===== src/rtl/trust_port_selector.sv =====
// Trust-weighted output-port selector.
// Keeps a saturating trust score per output port and sends each routing request
// to the most-trusted eligible candidate. Each port can have one packet in flight.
// An acknowledgment raises that port's trust. A timeout lowers it.
//
// Per-port state table:
//   state      | meaning
//   ST_IDLE    | no packet outstanding; port may be selected
//   ST_PENDING | packet dispatched, waiting for ack; timer counts cycles
module trust_port_selector #(
  parameter int NUM_PORTS  = 4,
  parameter int TRUST_W    = 4,
  parameter int TRUST_INIT = 8,
  parameter int INC        = 1,
  parameter int DEC        = 2,
  parameter int TIMEOUT    = 16,
  parameter int QUARANTINE = 1,
  parameter int PW         = $clog2(NUM_PORTS)
) (
  input  logic                         clk,
  input  logic                         reset,
  input  logic                         req_valid,
  input  logic [NUM_PORTS-1:0]         req_mask,
  output logic                         req_ready,
  output logic                         grant_valid,
  output logic [PW-1:0]                grant_port,
  input  logic                         ack_valid,
  input  logic [PW-1:0]                ack_port,
  output logic [NUM_PORTS*TRUST_W-1:0] trust_levels,
  output logic [NUM_PORTS-1:0]         pending,
  output logic [NUM_PORTS-1:0]         timeout_evt,
  output logic                         stray_ack
);

  localparam int TMR_W = $clog2(TIMEOUT + 1);
  localparam logic [TRUST_W:0] TRUST_MAX_W = {1'b0, {TRUST_W{1'b1}}};
  // The timer holds 0 right after dispatch, so expiry is detected one count early.
  // This makes timeout_evt rise in the cycle after edge dispatch+TIMEOUT.
  localparam logic [TMR_W-1:0] TMR_LAST = TMR_W'(TIMEOUT - 1);

  typedef enum logic {ST_IDLE, ST_PENDING} port_state_t;

  port_state_t          state_q [NUM_PORTS];
  port_state_t          state_d [NUM_PORTS];
  logic [TRUST_W-1:0]   trust_q [NUM_PORTS];
  logic [TRUST_W-1:0]   trust_d [NUM_PORTS];
  logic [TMR_W-1:0]     timer_q [NUM_PORTS];
  logic [TMR_W-1:0]     timer_d [NUM_PORTS];

  logic [NUM_PORTS-1:0] eligible;
  logic [NUM_PORTS-1:0] ack_onehot;
  logic [NUM_PORTS-1:0] tevt_d;
  logic                 sel_found;
  logic [PW-1:0]        sel_port;
  logic [TRUST_W-1:0]   sel_trust;
  logic                 accept;
  logic                 stray_d;

  // Add the reward at TRUST_W+1 bits, then clamp to the counter's maximum.
  function automatic logic [TRUST_W-1:0] sat_inc(input logic [TRUST_W-1:0] t);
    logic [TRUST_W:0] sum;
    sum = {1'b0, t} + (TRUST_W+1)'(INC);
    if (sum > TRUST_MAX_W) return TRUST_MAX_W[TRUST_W-1:0];
    return sum[TRUST_W-1:0];
  endfunction

  // Subtract the penalty, clamping at zero instead of wrapping.
  function automatic logic [TRUST_W-1:0] sat_dec(input logic [TRUST_W-1:0] t);
    if (int'(t) < DEC) return '0;
    return TRUST_W'(int'(t) - DEC);
  endfunction

  // Expose registered per-port state on the packed status outputs.
  always_comb begin
    trust_levels = '0;
    pending      = '0;
    for (int i = 0; i < NUM_PORTS; i++) begin
      trust_levels[i*TRUST_W +: TRUST_W] = trust_q[i];
      pending[i] = (state_q[i] == ST_PENDING);
    end
  end

  // Eligibility uses only registered state, so ack_valid cannot reach req_ready.
  always_comb begin
    eligible = '0;
    for (int i = 0; i < NUM_PORTS; i++) begin
      eligible[i] = req_mask[i] && !pending[i] &&
                    ((QUARANTINE == 0) || (trust_q[i] != '0));
    end
  end

  assign req_ready = |eligible;
  assign accept    = req_valid && req_ready;

  // Pick the highest-trust eligible port. Only a strict improvement replaces the
  // current choice, so a tie goes to the lowest index.
  always_comb begin
    sel_found = 1'b0;
    sel_port  = '0;
    sel_trust = '0;
    for (int i = 0; i < NUM_PORTS; i++) begin
      if (eligible[i] && (!sel_found || (trust_q[i] > sel_trust))) begin
        sel_found = 1'b1;
        sel_port  = PW'(i);
        sel_trust = trust_q[i];
      end
    end
  end

  // Decode the ack target. An out-of-range index matches no port and counts as stray.
  always_comb begin
    ack_onehot = '0;
    for (int i = 0; i < NUM_PORTS; i++) begin
      ack_onehot[i] = ack_valid && (ack_port == PW'(i));
    end
    stray_d = ack_valid && !(|(ack_onehot & pending));
  end

  // Compute the next state of each port. An ack takes priority over a timeout on the same edge.
  always_comb begin
    tevt_d = '0;
    for (int i = 0; i < NUM_PORTS; i++) begin
      state_d[i] = state_q[i];
      trust_d[i] = trust_q[i];
      timer_d[i] = timer_q[i];
      case (state_q[i])
        ST_IDLE: begin
          timer_d[i] = '0;
          if (accept && (sel_port == PW'(i))) begin
            state_d[i] = ST_PENDING;
          end
        end
        ST_PENDING: begin
          if (ack_onehot[i]) begin
            state_d[i] = ST_IDLE;
            timer_d[i] = '0;
            trust_d[i] = sat_inc(trust_q[i]);
          end else if (timer_q[i] == TMR_LAST) begin
            state_d[i] = ST_IDLE;
            timer_d[i] = '0;
            trust_d[i] = sat_dec(trust_q[i]);
            tevt_d[i]  = 1'b1;
          end else begin
            timer_d[i] = timer_q[i] + 1'b1;
          end
        end
        default: begin
          state_d[i] = ST_IDLE;
          timer_d[i] = '0;
        end
      endcase
    end
  end

  // Register the per-port state. Reset drops outstanding packets without any penalty.
  always_ff @(posedge clk) begin
    if (reset) begin
      for (int i = 0; i < NUM_PORTS; i++) begin
        state_q[i] <= ST_IDLE;
        trust_q[i] <= TRUST_W'(TRUST_INIT);
        timer_q[i] <= '0;
      end
    end else begin
      for (int i = 0; i < NUM_PORTS; i++) begin
        state_q[i] <= state_d[i];
        trust_q[i] <= trust_d[i];
        timer_q[i] <= timer_d[i];
      end
    end
  end

  // Register the grant and event pulses. grant_port keeps its last value while grant_valid is low.
  always_ff @(posedge clk) begin
    if (reset) begin
      grant_valid <= 1'b0;
      grant_port  <= '0;
      timeout_evt <= '0;
      stray_ack   <= 1'b0;
    end else begin
      grant_valid <= accept;
      if (accept) grant_port <= sel_port;
      timeout_evt <= tevt_d;
      stray_ack   <= stray_d;
    end
  end

endmodule


===== config.mk =====
export PLATFORM = sky130hd
export DESIGN_NAME = trust_port_selector
export DESIGN_NICKNAME = d
export VERILOG_FILES = /design/src/rtl/trust_port_selector.sv
export SDC_FILE = /design/constraint.sdc
export NUM_CORES = 1
export LEC_CHECK = 0
export CAP_MARGIN = 20
export CORE_MARGIN = 2
export CORE_UTILIZATION = 45
export CTS_CLUSTER_SIZE = 20
export DETAILED_ROUTE_END_ITERATION = 16
export PLACE_DENSITY = 0.67
export SYNTH_ARGS = -nofsm -noshare
export SYNTH_HDL_FRONTEND = slang
export SYNTH_SLANG_ARGS = --single-unit

===== constraint.sdc =====
create_clock -name clk -period 6.9 [get_ports clk]
set_input_delay 0.69 -clock clk [delete_from_list [all_inputs] [get_ports clk]]
set_output_delay 0.69 -clock clk [all_outputs]
set_load 0.02 [all_outputs]

; Word-level counts from Yosys, hierarchy flattened
; Memory sizes are Yosys's and may differ from the RTL's.
; Cells that the tools add are included.
[totals]
ff_bits = 8
latch_bits = 0
ram_bits = 40
romBits = 0
input_bits = 10
output_inout_bits = 29
wordCells = 216
memories = 3
[memory_table]
columns = memory, depth, width, rd, rd_ports_with_merged_regs, write_ports, line_no
row1 = timer_q, 4, 5, 4, 0, 4, 47  ; logic [TMR_W-1:0] timer_q [NUM_PORTS];
row2 = trust_q, 4, 4, 4, 0, 4, 45  ; logic [TRUST_W-1:0] trust_q [NUM_PORTS];
row3 = state_q, 4, 1, 4, 0, 4, 43  ; port_state_t state_q [NUM_PORTS];
[classes]
n_addsub = 12
n_mul = 0
div = 0
magnitude_cmp = 11
eq_ne = 10
shifts = 0
muxes = 112
bitwise = 17
n_reduce_logical = 44
[op_table]
columns = operator, count
row1 = $mux 4, 35
row2 = $mux 5, 12
row3 = $mux 1, 55
row4 = $pmux 5 s2, 4
row5 = $logic_and 1x1->1, 21
row6 = $add 4x1->5 const B, 4
row7 = $add 5x1->5 const B, 4
row8 = $eq 5x4->1 const B, 4
row9 = $gt 5x4->1 const B, 4
row10 = $lt 4x2->1 const B, 4
row11 = $reduce_bool 4->1, 4
row12 = $sub 4x2->4 const B, 4
row13 = $gt 4x4->1, 3
row14 = $or 1x1->1, 12
row15 = $reduce_or 3->1, 4
row16 = $eq 2x2->1 const B, 4
row17 = $logic_not 1->1, 8
row18 = $pmux 1 s2, 4
row19 = $reduce_or 4->1, 2
row20 = $and 4x4->4, 1
row21 = $eq 2x1->1 const B, 2
row22 = $logic_not 2->1, 2
row23 = $mux 2, 2
row24 = $not 1->1, 4
row25 = $logic_or 1x1->1, 3

; Longest topological paths before layout
; Gate-level depths: netlist of run 1.
; An unclocked memory read counts as a cell.
[depth]
word_depth = 22
ltp_mapped = 23
mapped_depth_nobuf = 23

; Worst setup path before layout of run 1
; Ideal clock, no wire load.
[synth_path]
path_kind = input -> register
startpoint = input port req_mask[0]
endpoint = memory state_q[0] (netlist name)
setup_time_ns = 0.096
arrival_time_ns = 4.823
t_required_ns = 6.804
path_slack_ns = 1.981
cell_stages = 19
n_path_buf = 0
path_cell_list = nor2b_2 a21boi_4 nand2_1 ha_1 a2111oi_2 o21a_1 o32ai_1 inv_1 ha_1 nor2b_1 o21ai_0 a21oi_1 o21ai_2 mux2_2 ha_1 a21o_1 o221a_2 a2111o_1 o41ai_2
[synth_rtl]
columns = item, line_no
row1 = start: declaration, 23  ; input logic [NUM_PORTS-1:0] req_mask,
row2 = end: declaration, 43

==> results of run 1 <==
==> worst max-delay path, stage by stage <==
cell	delay (ns)
clkdlybuf4s50_1	0.46
nor2b_2	0.18
a21boi_4	0.29
nand2_1	0.11
ha_1	0.33
a2111oi_2	0.47
o21a_1	0.32
o32ai_1	0.13
inv_1	0.08
ha_1	0.23
nor2b_1	0.13
o21ai_0	0.14
a21oi_1	0.13
o21ai_2	0.27
mux2_2	0.38
ha_1	0.29
a21o_1	0.18
o221a_2	0.24
a2111o_1	0.46
o41ai_2	0.20
==> metrics by stage <==
step	hold WS, ns	instances	util, %
global placement	0.428	485	51.9
global route	0.491	493	53.3
finish	0.451	493	53.3
CTS	0.454	493	53.3
detailed placement	0.440	485	51.9
floorplan	0.418	374	-
==> area by class of cell <==
class                   instances  area [µm²]
repair buffers                 39         388
clock inverters                 1        7.51
well taps                      96         120
clock buffers                   7        86.3
flip-flops and latches         48         961
inverters                      25        93.8
fillers                       638        3170
multi-input cells             277        1960
==> worst paths after layout <==
path | startpoint | endpoint | slack [ns]
worst max-delay path | req_mask[0] | state_q[0] | 1.41
worst min-delay path | timer_q[1][0] | timer_q[1][0] | 0.45
worst max register to register | trust_q[0][1] | state_q[0] | 1.60
worst min register to register | timer_q[1][0] | timer_q[1][0] | 0.45
==> power by group through the flow <==
stage / clock, µW / sequential, µW / combinational (µW)
after detailed placement: 0 / 310 / 134
after floorplan: 0 / 306 / 101
after CTS: 185 / 304 / 135
after global placement: 0 / 310 / 132
final: 180 / 304 / 135
after global routing: 196 / 306 / 148
==> synthesized netlist by cell type, types with 4 or more instances <==
cell type	n	share of area (%)
nor2_1	42	5.0
o21ai_0	21	3.3
o21a_1	7	1.7
nor4b_1	5	1.4
and3_1	9	1.8
a31oi_1	6	1.2
xnor2_1	4	1.1
buf_4	6	1.4
a21o_1	5	1.2
xor2_1	4	1.1
nand2b_1	5	0.99
nand4_1	6	1.2
nand2_1	25	3.0
inv_1	25	3.0
buf_2	10	1.6
a21oi_1	25	4.0
dfxtp_1	48	30
a211oi_1	4	0.95
nor3_1	7	1.1
ha_1	36	14
mux2_2	4	1.4
nand3_1	6	0.95
==> registers in the layout (all words and copies together), names as in the netlist <==
register and cells:
timer_q 20, trust_q 16, state_q 4, timeout_evt 4, grant_port 2, grant_valid 1
stray_ack 1
==> kinds of logic after synthesis <==
logic type | synth area share, %
AO/OA/AOI/OAI | 22.0
flip-flops | 30.4
buffers and inverters | 7.52
multiplexers | 2.06
AND/OR/NAND/NOR | 21.6
adder cells (fa/ha/maj) | 14.2
XOR/XNOR | 2.22
==> per-layer routing <==
metal / share of wire, % / vias up / track usage, %
met2: 45 / 62 / 30.0
met4: 0.88 / 0 / 4.34
met5: 0 / - / 0
met3: 3.8 / 7 / 3.02
met1: 50 / 1249 / 27.6
li1: - / 1379 / -
==> impl_metrics.py, run 1 <==
metrics = {
    "synth": {
        "syn-cell-area_mm2": 0.00316,
        "synth_edf_count": 0,
        "yosysSeqAreaShare_pct": 30.4,
        "synth_warnings": 0,
        "ys_async_sr_fraction_pct": 0,
        "synth_seq_cells": 48,
        "synth_cells": 374,
        "syn_area_per_cell_um2": 8.45,
        "synth_fp_nets": 420,
        "synthFlopType": "dfxtp_1",
        "ys_types": 60,
    },
    "cts": {
        "clock-root-buffer": "clkbuf_8",
        "cts_resized": 0,
        "tritoncts": "yes",
        "cts.htree.levels": 2,
        "postCtsSetupBuffers": 0,
        "clkSinkCount": 48,
        "clk_latency_ns": 0.31,
        "cts_buffers": 5,
        "path_clk_slew_ns": 0.09,
        "cts_buffer_depth": 2,
        "ctsHoldBuffers": 0,
    },
    "sta": {
        "slew_viol_final": 0,
        "relSlewSlack_pct": 65.6,
        "max_freq_mhz": 182,
        "hold_viol_final": 0,
        "period_share_pct": 79.6,
        "setup_violations": 0,
        "grt_setup_unrepaired": "no",
        "fin_skew_ns": 0.00420,
        "post-route-min-period_ns": 5.49,
        "fin_tns_setup_ns": 0,
        "max_slew.worst_pin.slew_ns": 0.513,
        "fin_ws_ns": 1.41,
    },
    "power_and_ir_drop": {
        "power_switching_uw": 190,
        "clkPwrFrac_pct": 29.1,
        "power.internal_uw": 429,
        "finalPower_uw": 619,
        "swShare_pct": 30.7,
        "p_seq_share_pct": 49.1,
        "ir_worst_vdd_v": 0.0000930,
        "p_leak_uw": 0.00141,
        "p_per_area_mw_per_mm2": 171,
        "p_comb_share_pct": 21.8,
    },
    "route": {
        "antenna_left": 0,
        "drt_iter0_markers": 178,
        "wl_per_cell_um": 14.4,
        "drc_errors": 0,
        "vias_per_cell": 5.47,
        "first_pass_iters": 6,
        "wl_mm": 7.08,
        "dr_total_vias": 2697,
    },
    "placement": {
        "place_area_mm2": 0.00353,
        "place_congestion": 0.838,
        "hpwl_mm": 5.13,
        "dpl_worst_slack_ns": 1.12,
        "numPortBuffers": 38,
    },
    "critical_path": {
        "cp_max_fo": 7,
        "cp_data_arrival_time_ns": 5.71,
        "cp_data_required_time_ns": 7.12,
        "critical_path_class": "in2reg",
        "cp-end-kind": "flip-flop",
        "cp-start-kind": "input pin",
        "r2r_cells": 20,
    },
    "grt": {
        "grt_overflow": 0,
        "grt_pass1_wl_mm": 11.8,
        "grt_max_degree": 32,
        "grtUsageTotal_pct": 19.1,
        "grt_pass1_vias": 2461,
        "antenna_found_initial": 0,
    },
    "layout": {
        "layout_common_cells": "dfxtp_1 (48), nor2_1 (42), clkdlybuf4s50_1 (38)",
        "syn2layout_area_growth_pct": 14.5,
        "final_common_cell": "dfxtp_1",
        "drive_gt1_share_pct": 7.30,
        "final_area_mm2": 0.00362,
        "final_nets": 442,
        "antenna_cells": 0,
    },
    "die": {
        "core_mm2": 0.00679,
        "die_area_mm2": 0.00771,
        "io_pins": 39,
        "dieWidth_um": 87.8,
        "rows": 30,
        "start_util_pct": 46.5,
        "dieHeight_um": 87.8,
    },
    "outcome": {
        "status": "completed",
    },
    "min_path": {
        "hold_path.class": "reg2reg",
        "whs_path_depth": 1,
    },
    "job": {
        "max_cap_violations": 0,
    },
}
No activity file was read; power rests on OpenSTA's default activity.
==> inputs of run 2 (changes only) <==
PLACE_DENSITY = 0.69   (was 0.67)
clock period = 4.7 ns   (was 6.9 ns; I/O delays follow)
==> run 2 against run 1 <==
Count of clock-buffer cells in the layout fell by 2. Clock skew increased by 0.0071 ns. Combinational power rose by 110%. Routed wire length increased by 8.8%. Core utilization increased by 6.0 points. Setup slack got worse by 1.3 ns. Critical path type is now reg2reg. Sequential power increased by 45%. Clock power up 73%.
==> impl_metrics.py, run 2 (same netlist as run 1, synthesis figures left out) <==
metrics = {
    "critical_path": {
        "cp-start-kind": "flip-flop",
        "cp_max_fo": 5,
        "cp-end-kind": "flip-flop",
        "cp_data_required_time_ns": 4.92,
        "cp_data_arrival_time_ns": 4.82,
        "critical_path_class": "reg2reg",
    },
    "layout": {
        "seq_area_um2": 971,
        "largest_reg_flops": 20,
        "layout_common_cells": "dfxtp_1 (44), nor2_1 (42), clkdlybuf4s50_1 (37)",
        "final_area_mm2": 0.00403,
        "fillers": 624,
        "final_common_cell": "dfxtp_1",
        "final_core_util_pct": 59.2,
        "syn2layout_area_growth_pct": 27.3,
        "drive_gt1_share_pct": 19.1,
        "antenna_cells": 0,
        "regMostFlops": "timer_q",
        "final_nets": 468,
        "multi_input_area_mm2": 0.00213,
        "top_regs": "timer_q (20), trust_q (16)",
    },
    "route": {
        "antenna_left": 0,
        "dr_wl_met2_mm": 3.70,
        "vias_per_cell": 5.52,
        "met3_length_um": 349,
        "wl_per_cell_um": 14.8,
        "met1_length_mm": 3.54,
        "dr_total_vias": 2863,
        "wl_mm": 7.71,
        "drt_iter0_markers": 176,
        "drc_errors": 0,
        "top_layer_used": "met4",
        "first_pass_iters": 4,
    },
    "die": {
        "start_util_pct": 46.5,
        "rows": 30,
        "dieWidth_um": 87.8,
        "core_mm2": 0.00679,
        "die_area_mm2": 0.00771,
        "io_pins": 39,
        "dieHeight_um": 87.8,
    },
    "grt": {
        "grt_max_degree": 32,
        "grt_pass1_vias": 2648,
        "grt_pass1_wl_mm": 12.4,
        "antenna_found_initial": 0,
        "grt_overflow": 0,
        "grtUsageTotal_pct": 20.2,
    },
    "sta": {
        "hold_ws_ns": 0.452,
        "grt_setup_unrepaired": "yes",
        "hold_viol_final": 0,
        "max_freq_mhz": 217,
        "period_share_pct": 97.9,
        "fin_skew_ns": 0.0113,
        "max_slew.worst_pin.slew_ns": 0.485,
        "post-route-min-period_ns": 4.60,
        "setup_violations": 0,
        "relSlewSlack_pct": 67.5,
        "slew_viol_final": 0,
    },
    "cts": {
        "tritoncts": "yes",
        "clock-root-buffer": "clkbuf_8",
        "cts_buffers": 5,
        "cts_buffer_depth": 2,
        "path_clk_slew_ns": 0.09,
        "clk_latency_ns": 0.31,
        "clkSinkCount": 48,
        "cts.htree.levels": 2,
    },
    "power_and_ir_drop": {
        "p_per_area_mw_per_mm2": 256,
        "swShare_pct": 30.6,
        "ir_worst_vdd_v": 0.000151,
        "p_seq_share_pct": 42.8,
        "finalPower_uw": 1030,
        "p_leak_uw": 0.00158,
        "p_comb_share_pct": 27.0,
        "power.internal_uw": 715,
        "clkPwrFrac_pct": 30.2,
        "power_switching_uw": 315,
    },
    "min_path": {
        "hold_path.class": "reg2reg",
    },
    "placement": {
        "place_area_mm2": 0.00368,
        "hpwl_mm": 5.38,
        "place_congestion": 0.845,
        "numPortBuffers": 38,
    },
    "outcome": {
        "status": "completed",
    },
    "job": {
        "max_cap_violations": 0,
    },
}
-- run 2: area by class of cell --
| class | instances | area share, % |
|---|---|---|
| Tap cell | 96 | 2.98 |
| Sequential cell | 48 | 24.1 |
| Inverter | 25 | 2.46 |
| Multi-Input combinational cell | 277 | 53.0 |
| Timing Repair Buffer | 65 | 14.6 |
| Clock inverter | 3 | 1.06 |
| Clock buffer | 5 | 1.71 |
-- run 2: power by group through the flow --
stage | clock network [µW] | logic [µW] | registers (µW)
2_1_floorplan | 0 | 151 | 449
3_3_place_gp | 0 | 225 | 449
3_5_place_dp | 0 | 229 | 449
4_1_cts | 315 | 254 | 440
5_1_grt | 327 | 301 | 444
6_report | 311 | 278 | 441
-- run 2: stage by stage --
step	std cells	TNS, ns	worst slack, ns
final	519	0	0.0975
after global routing	519	-0.240	-0.117
after CTS	514	0	0.0805
after detailed placement	502	-2.59	-0.565
after global placement	502	-1.67	-0.368
after floorplan	374	0	0.0136
-- run 2: routing by layer --
metal  global-route usage [%]  vias to the layer above
met4                     5.87                        0
met1                     26.8                     1355
met3                     3.86                       11
met2                     33.5                       56
li1                         -                     1441
met5                        0                        -
-- run 2: worst paths after layout --
path	end	slack, ns	start	cells past startpoint
min	timer_q[0][0]	0.45	timer_q[0][0]	1
max reg2reg	state_q[1]	0.1	trust_q[0][1]	22
max	state_q[1]	0.1	trust_q[0][1]	22
min reg2reg	timer_q[0][0]	0.45	timer_q[0][0]	1
-- run 2: critical path, cell delays in order (launching register included) --
cell and delay, ns:
dfxtp_4 0.37, inv_4 0.04, ha_4 0.15, a21boi_4 0.18
nand2_2 0.10, ha_4 0.26, a2111oi_4 0.45, o21a_1 0.22
o32ai_2 0.12, inv_1 0.10, ha_4 0.20, nor2b_1 0.14
o21ai_1 0.17, a21oi_2 0.11, o21ai_4 0.25, buf_6 0.14
mux2i_4 0.25, ha_4 0.24, nand2b_4 0.06, a21oi_2 0.04
o221a_2 0.25, a2111o_1 0.44, o41ai_2 0.22
-- run 2: timing repair --
item	in CTS	in global routing
setup buffers	4	5
pin swaps	14	19
hold buffers	0	0
resized for setup	19	17
endpoints found under the hold margin	0	0
setup endpoints to repair	5	5
